==> src/rtl/vsmac_pkg.sv <==
// vsmac_pkg: state encoding and default geometry shared by the vsmac and its sequencer
package vsmac_pkg;
  localparam int VSMAC_SIZE = 6;
  localparam int VSMAC_WIDTH = 8;
  localparam int VSMAC_ACCUMULATIONS = 3;
  localparam int VSMAC_DRAIN_CYCLES = 2;
  typedef enum logic [1:0] {CLEAR, FEED, DRAIN, HOLD} seq_state_e;
endpackage

==> src/rtl/vsmac_sequencer_if.sv <==
// vsmac_sequencer_if: operand stream, vsmac drive and result stream of the sequencer
interface vsmac_sequencer_if
  import vsmac_pkg::*;
#(
  parameter int SIZE = VSMAC_SIZE,
  parameter int WIDTH = VSMAC_WIDTH
);
  logic [WIDTH*SIZE-1:0] in_a;
  logic [WIDTH-1:0] in_b;
  logic in_valid;
  logic in_ready;
  logic mac_clear;
  logic mac_enable;
  logic [WIDTH*SIZE-1:0] mac_a;
  logic [WIDTH-1:0] mac_b;
  logic [WIDTH*SIZE-1:0] mac_out;
  logic [WIDTH*SIZE-1:0] res_data;
  logic res_valid;
  logic res_ready;
  modport master (
    output in_a, in_b, in_valid, mac_out, res_ready,
    input in_ready, mac_clear, mac_enable, mac_a, mac_b, res_data, res_valid
  );
  modport slave (
    input in_a, in_b, in_valid, mac_out, res_ready,
    output in_ready, mac_clear, mac_enable, mac_a, mac_b, res_data, res_valid
  );
endinterface

==> src/rtl/vsmac_sequencer.sv <==
// vsmac_sequencer: clears the vsmac, feeds it ACCUMULATIONS operand pairs, then returns its result
module vsmac_sequencer
  import vsmac_pkg::*;
#(
  parameter int SIZE = VSMAC_SIZE,
  parameter int WIDTH = VSMAC_WIDTH,
  parameter int ACCUMULATIONS = VSMAC_ACCUMULATIONS,
  parameter int DRAIN_CYCLES = VSMAC_DRAIN_CYCLES
) (
  input logic clk,
  input logic reset_n,
  vsmac_sequencer_if.slave bus
);
  localparam int VW = WIDTH * SIZE;
  localparam int AW = $clog2(ACCUMULATIONS + 1);
  localparam int DW = $clog2(DRAIN_CYCLES + 1);
  localparam logic [AW-1:0] ACC_LAST = AW'(ACCUMULATIONS - 1);
  localparam logic [DW-1:0] DRAIN_LAST = DW'(DRAIN_CYCLES - 1);
  seq_state_e state;
  logic [AW-1:0] acc_cnt;
  logic [DW-1:0] drain_cnt;
  logic take;
  assign take = bus.in_valid & bus.in_ready;
  // job FSM; drain counting waits out the final mac_enable cycle before it starts
  always_ff @(posedge clk or negedge reset_n) begin
    if (!reset_n) begin
      state <= CLEAR;
      acc_cnt <= '0;
      drain_cnt <= '0;
      bus.in_ready <= 1'b0;
      bus.mac_clear <= 1'b1;
      bus.mac_enable <= 1'b0;
      bus.mac_a <= {VW{1'b0}};
      bus.mac_b <= {WIDTH{1'b0}};
      bus.res_data <= {VW{1'b0}};
      bus.res_valid <= 1'b0;
    end else begin
      bus.mac_enable <= take;
      case (state)
        CLEAR: begin
          state <= FEED;
          acc_cnt <= '0;
          drain_cnt <= '0;
          bus.mac_clear <= 1'b0;
          bus.in_ready <= 1'b1;
        end
        FEED: if (take) begin
          bus.mac_a <= bus.in_a;
          bus.mac_b <= bus.in_b;
          acc_cnt <= acc_cnt + 1'b1;
          if (acc_cnt == ACC_LAST) begin
            state <= DRAIN;
            bus.in_ready <= 1'b0;
          end
        end
        DRAIN: if (!bus.mac_enable) begin
          if (drain_cnt == DRAIN_LAST) begin
            state <= HOLD;
            drain_cnt <= '0;
            bus.res_data <= bus.mac_out;
            bus.res_valid <= 1'b1;
          end else drain_cnt <= drain_cnt + 1'b1;
        end
        default: if (bus.res_ready) begin
          state <= CLEAR;
          bus.res_valid <= 1'b0;
          bus.mac_clear <= 1'b1;
        end
      endcase
    end
  end
endmodule
==> src/flat_wrapper.sv <==
// flat-port wrapper written by rule: the top's interface ports become plain ports
module vsmac_sequencer_flat import vsmac_pkg::*;
#(
  parameter int SIZE = VSMAC_SIZE,
  parameter int WIDTH = VSMAC_WIDTH,
  parameter int ACCUMULATIONS = VSMAC_ACCUMULATIONS,
  parameter int DRAIN_CYCLES = VSMAC_DRAIN_CYCLES
)
  (clk, reset_n, bus_in_a, bus_in_b, bus_in_valid, bus_mac_out, bus_res_ready, bus_in_ready, bus_mac_clear, bus_mac_enable, bus_mac_a, bus_mac_b, bus_res_data, bus_res_valid);
  vsmac_sequencer_if #(.SIZE(SIZE), .WIDTH(WIDTH)) bus_i ();
  input logic clk;
  input logic reset_n;
  input wire logic [$bits(bus_i.in_a)-1:0] bus_in_a;
  input wire logic [$bits(bus_i.in_b)-1:0] bus_in_b;
  input wire logic [$bits(bus_i.in_valid)-1:0] bus_in_valid;
  input wire logic [$bits(bus_i.mac_out)-1:0] bus_mac_out;
  input wire logic [$bits(bus_i.res_ready)-1:0] bus_res_ready;
  output wire logic [$bits(bus_i.in_ready)-1:0] bus_in_ready;
  output wire logic [$bits(bus_i.mac_clear)-1:0] bus_mac_clear;
  output wire logic [$bits(bus_i.mac_enable)-1:0] bus_mac_enable;
  output wire logic [$bits(bus_i.mac_a)-1:0] bus_mac_a;
  output wire logic [$bits(bus_i.mac_b)-1:0] bus_mac_b;
  output wire logic [$bits(bus_i.res_data)-1:0] bus_res_data;
  output wire logic [$bits(bus_i.res_valid)-1:0] bus_res_valid;
  assign bus_i.in_a = bus_in_a;
  assign bus_i.in_b = bus_in_b;
  assign bus_i.in_valid = bus_in_valid;
  assign bus_i.mac_out = bus_mac_out;
  assign bus_i.res_ready = bus_res_ready;
  assign bus_in_ready = bus_i.in_ready;
  assign bus_mac_clear = bus_i.mac_clear;
  assign bus_mac_enable = bus_i.mac_enable;
  assign bus_mac_a = bus_i.mac_a;
  assign bus_mac_b = bus_i.mac_b;
  assign bus_res_data = bus_i.res_data;
  assign bus_res_valid = bus_i.res_valid;
  vsmac_sequencer #(.SIZE(SIZE), .WIDTH(WIDTH), .ACCUMULATIONS(ACCUMULATIONS), .DRAIN_CYCLES(DRAIN_CYCLES)) u_core (.clk(clk), .reset_n(reset_n), .bus(bus_i));
endmodule
==> config.mk <==
export PLATFORM = sky130hd
export DESIGN_NAME = vsmac_sequencer_flat
export DESIGN_NICKNAME = d
export VERILOG_FILES = /design/src/rtl/vsmac_pkg.sv /design/src/rtl/vsmac_sequencer_if.sv /design/src/rtl/vsmac_sequencer.sv /design/src/flat_wrapper.sv
export SDC_FILE = /design/constraint.sdc
export NUM_CORES = 1
export LEC_CHECK = 0
export CAP_MARGIN = 20
export CORE_MARGIN = 8
export CORE_UTILIZATION = 45
export CTS_BUF_LIST = sky130_fd_sc_hd__clkbuf_8
export DETAILED_ROUTE_END_ITERATION = 12
export PLACE_DENSITY = 0.86
export SETUP_SLACK_MARGIN = 0.1
export SYNTH_ARGS = -nofsm -noshare
export SYNTH_HDL_FRONTEND = slang
export SYNTH_SLANG_ARGS = --single-unit
export TNS_END_PERCENT = 100
==> constraint.sdc <==
create_clock -name clk -period 4.5 [get_ports clk]
set_clock_uncertainty 0.05 [all_clocks]
set_input_delay 0.675 -clock clk [delete_from_list [all_inputs] [get_ports clk]]
set_output_delay 0.675 -clock clk [all_outputs]
set_load 0.01 [all_outputs]
* After elaboration in Yosys (flattened, before gate mapping) *
Cells that the tools add are included.

operators by class
  bitwise operators = 4
  muxes and demuxes = 20
  eq/ne operators = 8
  reductions and logical operators = 16
  add/sub/neg operators = 2

operators by type and width
  kind                 number
  $mux 2               8
  $pmux 2 s2           2
  $reduce_and 2->1     4
  $reduce_bool 2->1    4
  $mux 1               6
  $ne 2x1->1 const B   3
  $pmux 1 s2           3
  $pmux 2 s3           1
  $reduce_and 3->1     2
  $reduce_and 5->1     1
  $add 2x1->2 const B  2
  $eq 2x1->1 const B   2
  $eq 2x2->1 const B   2
  $reduce_and 4->1     1
  $reduce_bool 4->1    1
  $reduce_or 2->1      2
  $not 1->1            3
  $logic_not 2->1      1
  $ne 2x2->1 const B   1
  $and 1x1->1          1

storage, ports and cells
  input port bits = 108
  register bits after elaboration = 114

* Longest topological paths before layout *
Gate-level depths: netlist (run 1).

  word-level depth = 4
  depth in mapped cells = 6
  mapped depth without buffers = 6

* Least setup slack after synthesis (run 1) *
No wires, ideal clock.

  path type = in2reg
  start point = input bus_in_valid
  end point = register u_core.bus.mac_a[10]
  data arrival time = 1,491 ps
  setup slack = 2,835 ps
  stages on the path = 6
  buffers on the path = 2
  library setup time = 125 ps
  required time = 4,325 ps
  path through = nand2_1 inv_2 nand2_2 buf_6 buf_6 mux2_2

on the way
  cells in the longest elaborated chain, start to end = 2

ends and longest elaborated chain
  what                        line                      text
  start: declaration          flat_wrapper.sv:15        input wire logic [$bits(bus_i.in_valid)-1:0] bus_in_valid;
  $and 1x1->1                 vsmac_sequencer.sv:23     assign take = bus.in_valid & bus.in_ready;
  net u_core.take             vsmac_sequencer.sv:22     logic take;
  $reduce_and 2->1 (no line)  -
  end signal: assignment      vsmac_sequencer.sv:33     bus.mac_a <= {VW{1'b0}};
  end signal: assignment      vsmac_sequencer.sv:48     bus.mac_a <= bus.in_a;
  end: declaration            vsmac_sequencer_if.sv:26  output in_ready, mac_clear, mac_enable, mac_a, mac_b, res_data, res_valid

The timed path passes the listed nets, and every way through them passes these cells.
A chain may end at the register's enable or synchronous reset.

* Worst setup path in the final report (run 1) *
  start point = input bus_in_valid
  end point = register u_core.bus.mac_a[8]

The elaborated chain is that of the path after synthesis.

==> results of run 1 <==
==> metal layers <==
layer / wire length (µm) / vias to the layer above / part of all wire, %
met2: 5920 / 133 / 51
met4: 151 / 0 / 1.3
met5: 0 / - / 0
li1: - / 1419 / -
met1: 4310 / 1521 / 37
met3: 1320 / 13 / 11
==> state kept, by name, summed over array words and instances (netlist names) <==
| signal | count |
|---|---|
| u_core.bus.res_valid | 1 |
| u_core.bus.mac_b | 8 |
| u_core.acc_cnt | 2 |
| u_core.bus.in_ready | 1 |
| u_core.state | 2 |
| u_core.bus.mac_clear | 1 |
| u_core.bus.res_data | 48 |
| u_core.drain_cnt | 2 |
| u_core.bus.mac_a | 48 |
| u_core.bus.mac_enable | 1 |
==> cells in the final DEF, fill, tap and decap left out, drive strengths merged, types with 2 or more instances in the layout <==
cell | Yosys | routed
clkinv | 0 | 4
buf | 11 | 6
clkdlybuf4s50 | 0 | 214
bufinv | 0 | 2
nand2 | 6 | 6
a22o | 2 | 2
o21ai | 2 | 2
nand3 | 2 | 2
a21oi | 7 | 7
clkinvlp | 0 | 3
dfrtp | 113 | 113
a32o | 2 | 2
nor2 | 3 | 3
clkbuf | 0 | 21
inv | 5 | 5
ha | 5 | 5
nand2b | 3 | 3
mux2 | 104 | 104
==> layout make-up <==
class | instances | share of cell area (%)
well taps | 133 | 2.35
multi-input cells | 143 | 20.5
clock buffers | 21 | 4.08
clock inverters | 9 | 1.50
flip-flops and latches | 114 | 40.3
inverters | 5 | 0.265
repair buffers | 220 | 31.0
==> kinds of logic after synthesis <==
family                     count (synthesis)
buffers and inverters                     16
DFF                                      114
and+or+nand+nor                           16
adders and majority gates                  5
AOI/OAI and AO/OA                         18
muxes                                    104
==> cells in the mapped netlist, drive strengths merged <==
cell / number
a211oi: 1
a21boi: 1
a21oi: 7
a222oi: 1
a22o: 2
a32o: 2
buf: 11
dfrtp: 113
dfstp: 1
ha: 5
inv: 5
mux2: 104
nand2: 6
nand2b: 3
nand3: 2
nor2: 3
nor2b: 1
nor3b: 1
o211ai: 1
o21ai: 2
o31ai: 1
==> metrics by stage <==
stage               utilization [%]  power (µW)  hold slack (ns)  std cells  area (µm²)
floorplan                         -        2800            0.329        273        4430
finish                         73.2        5000           0.0349        645        7090
detailed placement             69.1        4130            0.426        615        6690
global route                   73.2        5310           0.0127        645        7090
global placement               68.9        4030            0.418        614        6670
CTS                            73.2        5080           0.0105        645        7090
==> power by group <==
group          switching, µW  internal (µW)
Clock                    390            543
Sequential               264           1540
Combinational            860           1400
Total                   1510           3490
==> worst paths after layout <==
kind                                          from                      end  slack [ns]  depth (start not counted)
hold / removal                             reset_n  u_core.bus.res_data[10]        0.03                          1
max in group asynchronous                  reset_n      u_core.bus.mac_a[7]        3.46                          2
setup reg to reg                   u_core.state[1]      u_core.bus.mac_a[8]        2.29                          6
hold reg to reg            u_core.bus.res_data[45]  u_core.bus.res_data[45]        0.43                          1
min in group clk           u_core.bus.res_data[45]  u_core.bus.res_data[45]        0.43                          1
setup / recovery                      bus_in_valid      u_core.bus.mac_a[8]        2.12                          7
==> critical path: cells and delay by family <==
family        cells  cell delay, ns
buf+inv           4            0.96
simple gates      2            0.61
mux               1            0.34
==> impl_metrics.env, run 1 <==
export IMPL_max_freq_mhz=420
export IMPL_cpMaxStageDelayCell="clkdlybuf4s50_1"
export IMPL_top_usage_layer="met2"
export IMPL_dr_pass1_iters=4
export IMPL_yosys_top_cells_area="dfrtp_1, mux2_2, mux2_1, ha_1, buf_6"
export IMPL_yosys_area_top_type="dfrtp_1"
export IMPL_core_area_mm2=0.00968
export IMPL_root_buffer="clkbuf_8"
export IMPL_clk_pin_slew_ns=0.07
export IMPL_hpwlAfterDp_um=9180
export IMPL_period_needed_ns=2.38
export IMPL_drive_gt1_share_pct=23.6
export IMPL_crit_fanout=28
export IMPL_seq_area_frac_synth_pct=64.4
export IMPL_yosys_warnings=0
export IMPL_yosys_area_share_xor_xnor_pct=0
export IMPL_slew_headroom_pct=53.8
export IMPL_worst_ep_arrival_time_ns=2.60
export IMPL_maxCapViolCount=0
export IMPL_clockBufferDepth=2
export IMPL_clk_insertion_delay_late_ns=0.39
export IMPL_critPathLaunchType="primary input"
export IMPL_initial_core_util_pct=45.8
export IMPL_grt_max_degree=56
export IMPL_drtIter0Drc=149
export IMPL_dieArea_mm2=0.0133
export IMPL_rows=36
export IMPL_status="complete, no violations"
export IMPL_path_cells="clkdlybuf4s50_1, nand2_1, inv_2, nand2_2, buf_12, buf_4, mux2_2"
export IMPL_track_usage_pct=17.8
export IMPL_clkSinkCount=114
export IMPL_setup_ws_ns=2.12
export IMPL_die_y_um=115
export IMPL_synthMuxAreaShare_pct=26.4
export IMPL_drt_wl_total_um=11700
export IMPL_grt_ovfl_total=0
export IMPL_cts_hold_buf=0
export IMPL_multi_input_area_mm2=0.00145
export IMPL_globalRouteMet2Util_pct=30.4
export IMPL_rsz0062_at_grt="false"
export IMPL_dp_slack_ns=1.71
export IMPL_synth_compound_area_share_pct=2.77
export IMPL_via_per_inst=4.78
export IMPL_die_w_um=115
export IMPL_p_per_area_mw_per_mm2=706
export IMPL_ctsHtreeMaxLevel=4
export IMPL_syn_nets=386
export IMPL_gr_usage_met3_pct=8.88
export IMPL_cpPeakStageDelay_ns=0.46
export IMPL_synth_simple_area_share_pct=2.06
export IMPL_ff_latch_area_mm2=0.00285
export IMPL_cts_tree="built"
export IMPL_grt_pass1_wl_um=18100
export IMPL_synth_seq_cells=114
export IMPL_syn_mean_instance_area_um2=16.2
export IMPL_syn_inst=273
export IMPL_fin_setup_tns_ns=0
export IMPL_period_share_pct=52.8
export IMPL_post_cts_resized=0
export IMPL_synth_area_mm2=0.00443
export IMPL_grt_pass1_vias=3521
export IMPL_worstMarginPinSlew_ns=0.693
export IMPL_critPathRequiredTime_ns=4.73
export IMPL_antenna_found_initial=0
export IMPL_n_antenna_cell=0
export IMPL_ir_drop_mv=0.367
export IMPL_area_growth_syn_to_layout_pct=59.9
export IMPL_numPortBuffers=215
export IMPL_boundaryPins=216
export IMPL_yosysTopAreaCellShare_pct=63.8
export IMPL_globalplace_congestion=0.820
export IMPL_final_fill_count=687
export IMPL_post_cts_buffers=0
export IMPL_hold_violations=0
export IMPL_path_class="in2reg"
export IMPL_cts_buffers=17
export IMPL_hp_class="in2async"
export IMPL_wl_per_cell_um=18.1
export IMPL_dr_total_vias=3086
export IMPL_globalRouteMet1Util_pct=18.7
export IMPL_synth_top_family_by_area="multiplexers"
export IMPL_ys_types=28
export IMPL_setup_viol=0
export IMPL_synthAdderAreaFrac_pct=1.41
export IMPL_fin_nets=614
export IMPL_ant_nets=0
export IMPL_worst_setup_path_end_kind="flop"
export IMPL_drc_errors=0
export IMPL_p_leak_uw=0.00299
export IMPL_maxSlewViolCount=0
Note: power is estimated with default switching activity, not from simulation.
==> inputs of run 2 (changes only) <==
CORE_UTILIZATION = 42   (was 45)
PLACE_DENSITY = 0.81   (was 0.86)
clock period = 2.35 ns   (was 4.5 ns; I/O delays follow)
==> impl_metrics.env, run 2 (synthesis results as in run 1) <==
export IMPL_grt_ovfl_total=0
export IMPL_core_area_mm2=0.0103
export IMPL_cpMaxStageDelayCell="dfstp_2"
export IMPL_p_leak_uw=0.00306
export IMPL_hp_class="in2async"
export IMPL_drtIter0Drc=177
export IMPL_initial_core_util_pct=43.1
export IMPL_hold_slack_ns=0.371
export IMPL_final_common_cell="clkdlybuf4s50_1"
export IMPL_hpwlAfterDp_um=9300
export IMPL_worst_setup_path_end_kind="primary output"
export IMPL_area_growth_syn_to_layout_pct=63.1
export IMPL_die_w_um=119
export IMPL_grt_max_degree=57
export IMPL_grt_pass1_vias=3478
export IMPL_period_needed_ns=1.87
export IMPL_cpPeakStageDelay_ns=0.54
export IMPL_fin_area_mm2=0.00723
export IMPL_die_y_um=119
export IMPL_dr_pass1_iters=5
export IMPL_path_cells="clkdlybuf4s50_1"
export IMPL_p_per_area_mw_per_mm2=1380
export IMPL_via_per_inst=4.72
export IMPL_track_usage_pct=17.1
export IMPL_post_cts_buffers=0
export IMPL_clk_insertion_delay_late_ns=0.40
export IMPL_rows=37
export IMPL_top_regs="u_core.bus.mac_a: 48 flops, u_core.bus.res_data: 48 flops, u_core.bus.mac_b: 8 flops"
export IMPL_globalplace_congestion=0.758
export IMPL_boundaryPins=216
export IMPL_ir_drop_mv=0.789
export IMPL_wl_per_cell_um=18.2
export IMPL_critPathRequiredTime_ns=1.95
export IMPL_root_buffer="clkbuf_8"
export IMPL_dr_total_vias=3080
export IMPL_status="complete, no violations"
export IMPL_crit_family="flip-flops"
export IMPL_ant_nets=0
export IMPL_period_share_pct=79.5
export IMPL_fin_setup_tns_ns=0
export IMPL_worstMarginPinSlew_ns=0.464
export IMPL_maxSlewViolCount=0
export IMPL_ctsHtreeMaxLevel=4
export IMPL_maxCapViolCount=0
export IMPL_worstPathBufferInverterCount=1
export IMPL_numPortBuffers=215
export IMPL_drc_errors=0
export IMPL_cts_tree="built"
export IMPL_dieArea_mm2=0.0141
export IMPL_fin_nets=617
export IMPL_grt_pass1_wl_um=19200
export IMPL_n_antenna_cell=0
export IMPL_final_cells=653
export IMPL_clk_pin_slew_ns=0.07
export IMPL_drive_gt1_share_pct=24.0
export IMPL_final_fill_count=730
export IMPL_critPathLaunchType="flop"
export IMPL_cts_buffers=17
export IMPL_placedCellCount=620
export IMPL_utilization_pct=70.3
export IMPL_rsz0062_at_grt="false"
export IMPL_drt_wl_total_um=11900
export IMPL_slew_headroom_pct=69.1
export IMPL_most_common_layout_cells="clkdlybuf4s50_1, dfrtp_1, mux2_2"
export IMPL_worst_ep_arrival_time_ns=1.47
export IMPL_setup_viol=0
export IMPL_crit_fanout=2
export IMPL_clkSinkCount=114
export IMPL_hold_violations=0
export IMPL_clockBufferDepth=2
export IMPL_max_freq_mhz=535
export IMPL_placement_cell_area_mm2=0.00675
export IMPL_path_class="reg2out"
export IMPL_antenna_found_initial=0
[run 2: changes by cell type in the layout (fill, tap and decap cells not counted)]
cell | previous run | this run
buf_12 | 1 | 4
bufinv_16 | 2 | 5
clkbuf_8 | 21 | 19
clkinv_2 | 3 | 1
buf_4 | 5 | 4
clkinv_4 | 1 | 2
dlygate4sd3_1 | 0 | 1
inv_1 | 4 | 5
inv_6 | 0 | 1
[run 2: per-stage QoR]
stage | setup WS [ns] | total power [µW]
after CTS | 0.443 | 10100
after floorplan | 0.689 | 5360
after detailed placement | 0.320 | 7950
final | 0.482 | 9960
after global placement | 0.361 | 7770
after global routing | 0.383 | 10600
[run 2: path summary, 6_finish.rpt]
| check | startpoint | endpoint | slack (ns) | cells past startpoint |
|---|---|---|---|---|
| worst max-delay path | u_core.bus.mac_clear | bus_mac_clear | 0.48 | 1 |
| worst max register to register | u_core.state[1] | u_core.bus.mac_b[5] | 0.49 | 5 |
| worst min register to register | u_core.bus.res_data[37] | u_core.bus.res_data[37] | 0.44 | 1 |
| min in group clk | u_core.bus.res_data[37] | u_core.bus.res_data[37] | 0.44 | 1 |
| max in group asynchronous | reset_n | u_core.bus.mac_clear | 1.19 | 3 |
| worst min-delay path | reset_n | u_core.bus.res_data[43] | 0.37 | 2 |
[run 2: worst reg2reg max path, stage by stage (launching register included)]
cell	delay (ns)
dfrtp_1	0.42
inv_1	0.11
ha_1	0.32
nand2_2	0.25
buf_12	0.25
mux2_1	0.34
[run 2: metal layers]
metal  vias to the layer above  global-route usage [%]  wire, µm
met4                         0                    4.03        44
met3                         4                    9.00      1210
met1                      1499                    19.2      4850
met2                       146                    28.1      5800
met5                         -                       0         0
li1                       1431                       -         -
[run 2: what timing repair did]
item	4_1_cts	5_1_grt
endpoints found under the hold margin	26	0
hold buffers	1	0
gates resized for setup	0	0
[run 2: layout make-up]
| class | instances | area (µm²) | share of cell area [%] |
|---|---|---|---|
| clock buffers | 19 | 262 | 3.62 |
| clock inverters | 13 | 208 | 2.87 |
| flip-flops and latches | 114 | 2850 | 39.5 |
| repair buffers | 223 | 2260 | 31.3 |
| inverters | 5 | 18.8 | 0.260 |
| multi-input cells | 143 | 1450 | 20.1 |
| well taps | 136 | 170 | 2.35 |
[run 2: power by group]
part	leakage, µW	switching (µW)	internal (µW)
combinational	0.00147	1660	2710
sequential	0.00136	518	2960
clock	0.000230	797	1320
==> inputs of run 3 (changes only) <==
clock period = 1.74 ns   (was 2.35 ns; I/O delays follow)
==> impl_metrics.env, run 3 (synthesis results as in run 1) <==
export IMPL_critPathRequiredTime_ns=1.98
export IMPL_clk_insertion_delay_late_ns=0.41
export IMPL_path_cells="inv_2, ha_4, nor3b_4, buf_6, buf_12, buf_16, mux2_2"
export IMPL_worstMarginPinSlew_ns=0.452
export IMPL_grt_ovfl_total=0
export IMPL_hp_class="in2async"
export IMPL_ir_drop_mv=0.890
export IMPL_rr_startpoint="u_core.state[0]"
export IMPL_multi_input_area_mm2=0.00161
export IMPL_initial_core_util_pct=43.1
export IMPL_drt_wl_total_um=14100
export IMPL_maxCapViolCount=0
export IMPL_placedCellCount=624
export IMPL_rrSetupSlack_ns=0.008
export IMPL_boundaryPins=216
export IMPL_final_common_cell="dfrtp_1"
export IMPL_rsz0062_at_grt="true"
export IMPL_dieArea_mm2=0.0141
export IMPL_maxSlewViolCount=0
export IMPL_max_freq_mhz=577
export IMPL_wl_per_cell_um=21.0
export IMPL_ff_latch_area_mm2=0.00286
export IMPL_r2r_end="u_core.bus.res_data[15]"
export IMPL_worstPathBufferInverterCount=4
export IMPL_dr_pass1_iters=4
export IMPL_rr_worst_depth=7
export IMPL_crit_fanout=10
export IMPL_clockBufferDepth=2
export IMPL_worst_setup_path_end_kind="flop"
export IMPL_final_cells=671
export IMPL_utilization_pct=73.6
export IMPL_root_buffer="clkbuf_8"
export IMPL_most_common_layout_cells="dfrtp_1, clkdlybuf4s50_1, mux2_2, dlygate4sd2_1, dlymetal6s2s_1"
export IMPL_top_regs="u_core.bus.mac_a: 48 flops, u_core.bus.res_data: 48 flops, u_core.bus.mac_b: 8 flops"
export IMPL_hold_violations=0
export IMPL_grt_pass1_vias=3790
export IMPL_core_area_mm2=0.0103
export IMPL_ant_nets=0
export IMPL_die_y_um=119
export IMPL_p_leak_uw=0.00376
export IMPL_status="complete, no violations"
export IMPL_clkSinkCount=114
export IMPL_drive_gt1_share_pct=30.1
export IMPL_antenna_found_initial=0
export IMPL_fin_setup_tns_ns=0
export IMPL_path_class="reg2reg"
export IMPL_clk_pin_slew_ns=0.07
export IMPL_critPathLaunchType="flop"
export IMPL_cts_tree="built"
export IMPL_worst_ep_arrival_time_ns=1.98
export IMPL_ctsHtreeMaxLevel=4
export IMPL_die_w_um=119
export IMPL_dr_total_vias=3301
export IMPL_p_per_area_mw_per_mm2=1710
export IMPL_globalplace_congestion=0.817
export IMPL_fin_nets=636
export IMPL_rows=37
export IMPL_cpPeakStageDelay_ns=0.40
export IMPL_final_fill_count=673
export IMPL_hpwlAfterDp_um=9820
export IMPL_drc_errors=0
export IMPL_critPathCapture="u_core.bus.res_data[15]"
export IMPL_via_per_inst=4.92
export IMPL_drtIter0Drc=214
export IMPL_slew_headroom_pct=69.9
export IMPL_cts_buffers=17
export IMPL_area_growth_syn_to_layout_pct=70.6
export IMPL_grt_max_degree=33
export IMPL_cp_depth=7
export IMPL_n_antenna_cell=0
export IMPL_numPortBuffers=215
export IMPL_cp_startpoint="u_core.state[0]"
export IMPL_grt_pass1_wl_um=21800
export IMPL_cpMaxStageDelayCell="dfrtp_1"
export IMPL_track_usage_pct=19.9
export IMPL_setup_viol=0
export IMPL_period_needed_ns=1.73
export IMPL_period_share_pct=99.6
export IMPL_crit_family="buffers and inverters"
## run 3: cell count changes in the layout (fill, tap and decap cells not counted), sizes merged
| cell | previous run | this run |
|---|---|---|
| clkinv | 3 | 5 |
| bufinv | 5 | 1 |
| dlymetal6s2s | 0 | 40 |
| buf | 8 | 25 |
| dlygate4sd2 | 0 | 67 |
| clkinvlp | 3 | 0 |
| clkdlybuf4s50 | 214 | 107 |
| inv | 7 | 10 |
| clkbuf | 19 | 22 |
## run 3: how the worst min path moves through the flow
stage	from	to	slack [ns]	depth (start not counted)
2_1_floorplan	reset_n	u_core.acc_cnt[0]	-0.08	0
3_3_place_gp	reset_n	u_core.bus.res_data[28]	0.19	1
3_5_place_dp	reset_n	u_core.bus.res_data[28]	0.18	1
4_1_cts	reset_n	u_core.bus.res_data[28]	0.29	2
5_1_grt	reset_n	u_core.bus.res_data[28]	0.31	2
6_report	reset_n	u_core.bus.res_data[28]	0.30	2
## run 3: final cells by class
class                           instances  share of cell area [%]
Multi-Input combinational cell        143                    21.3
Clock inverter                         11                   0.976
Inverter                                5                   0.248
Sequential cell                       114                    37.8
Clock buffer                           20                    3.64
Tap cell                              136                    2.25
Timing Repair Buffer                  242                    33.8
## run 3: repair_timing
item,4_1_cts,5_1_grt
pin swaps,2,2
endpoints found under the setup margin,173,147
endpoints found under the hold margin,27,0
hold buffers,1,0
cloned,3,2
setup buffers,8,3
gates resized for setup,102,52
## run 3: per-layer routing
layer	routed length (µm)	share of wire, %	GRT usage [%]
met3	1220	8.7	8.57
met5	0	0	0
met2	7180	51	34.6
met4	254	1.8	6.01
met1	5410	38	21.6
## run 3: where the power goes
part           switching (µW)  leakage [µW]  internal [µW]
Clock                     968      0.000204           1190
Sequential                694       0.00136           4000
Combinational            2540       0.00220           3530
## run 3: metrics by stage
stage | worst slack (ns) | hold WS [ns] | power [µW] | cell area [µm²]
2_1_floorplan | 0.119 | -0.0846 | 7250 | 4440
3_3_place_gp | 0.00738 | 0.189 | 10500 | 6810
3_5_place_dp | -0.0330 | 0.184 | 10800 | 6810
4_1_cts | 0.00179 | 0.291 | 13000 | 7380
5_1_grt | -0.0386 | 0.308 | 13700 | 7560
6_report | 0.00763 | 0.299 | 12900 | 7560
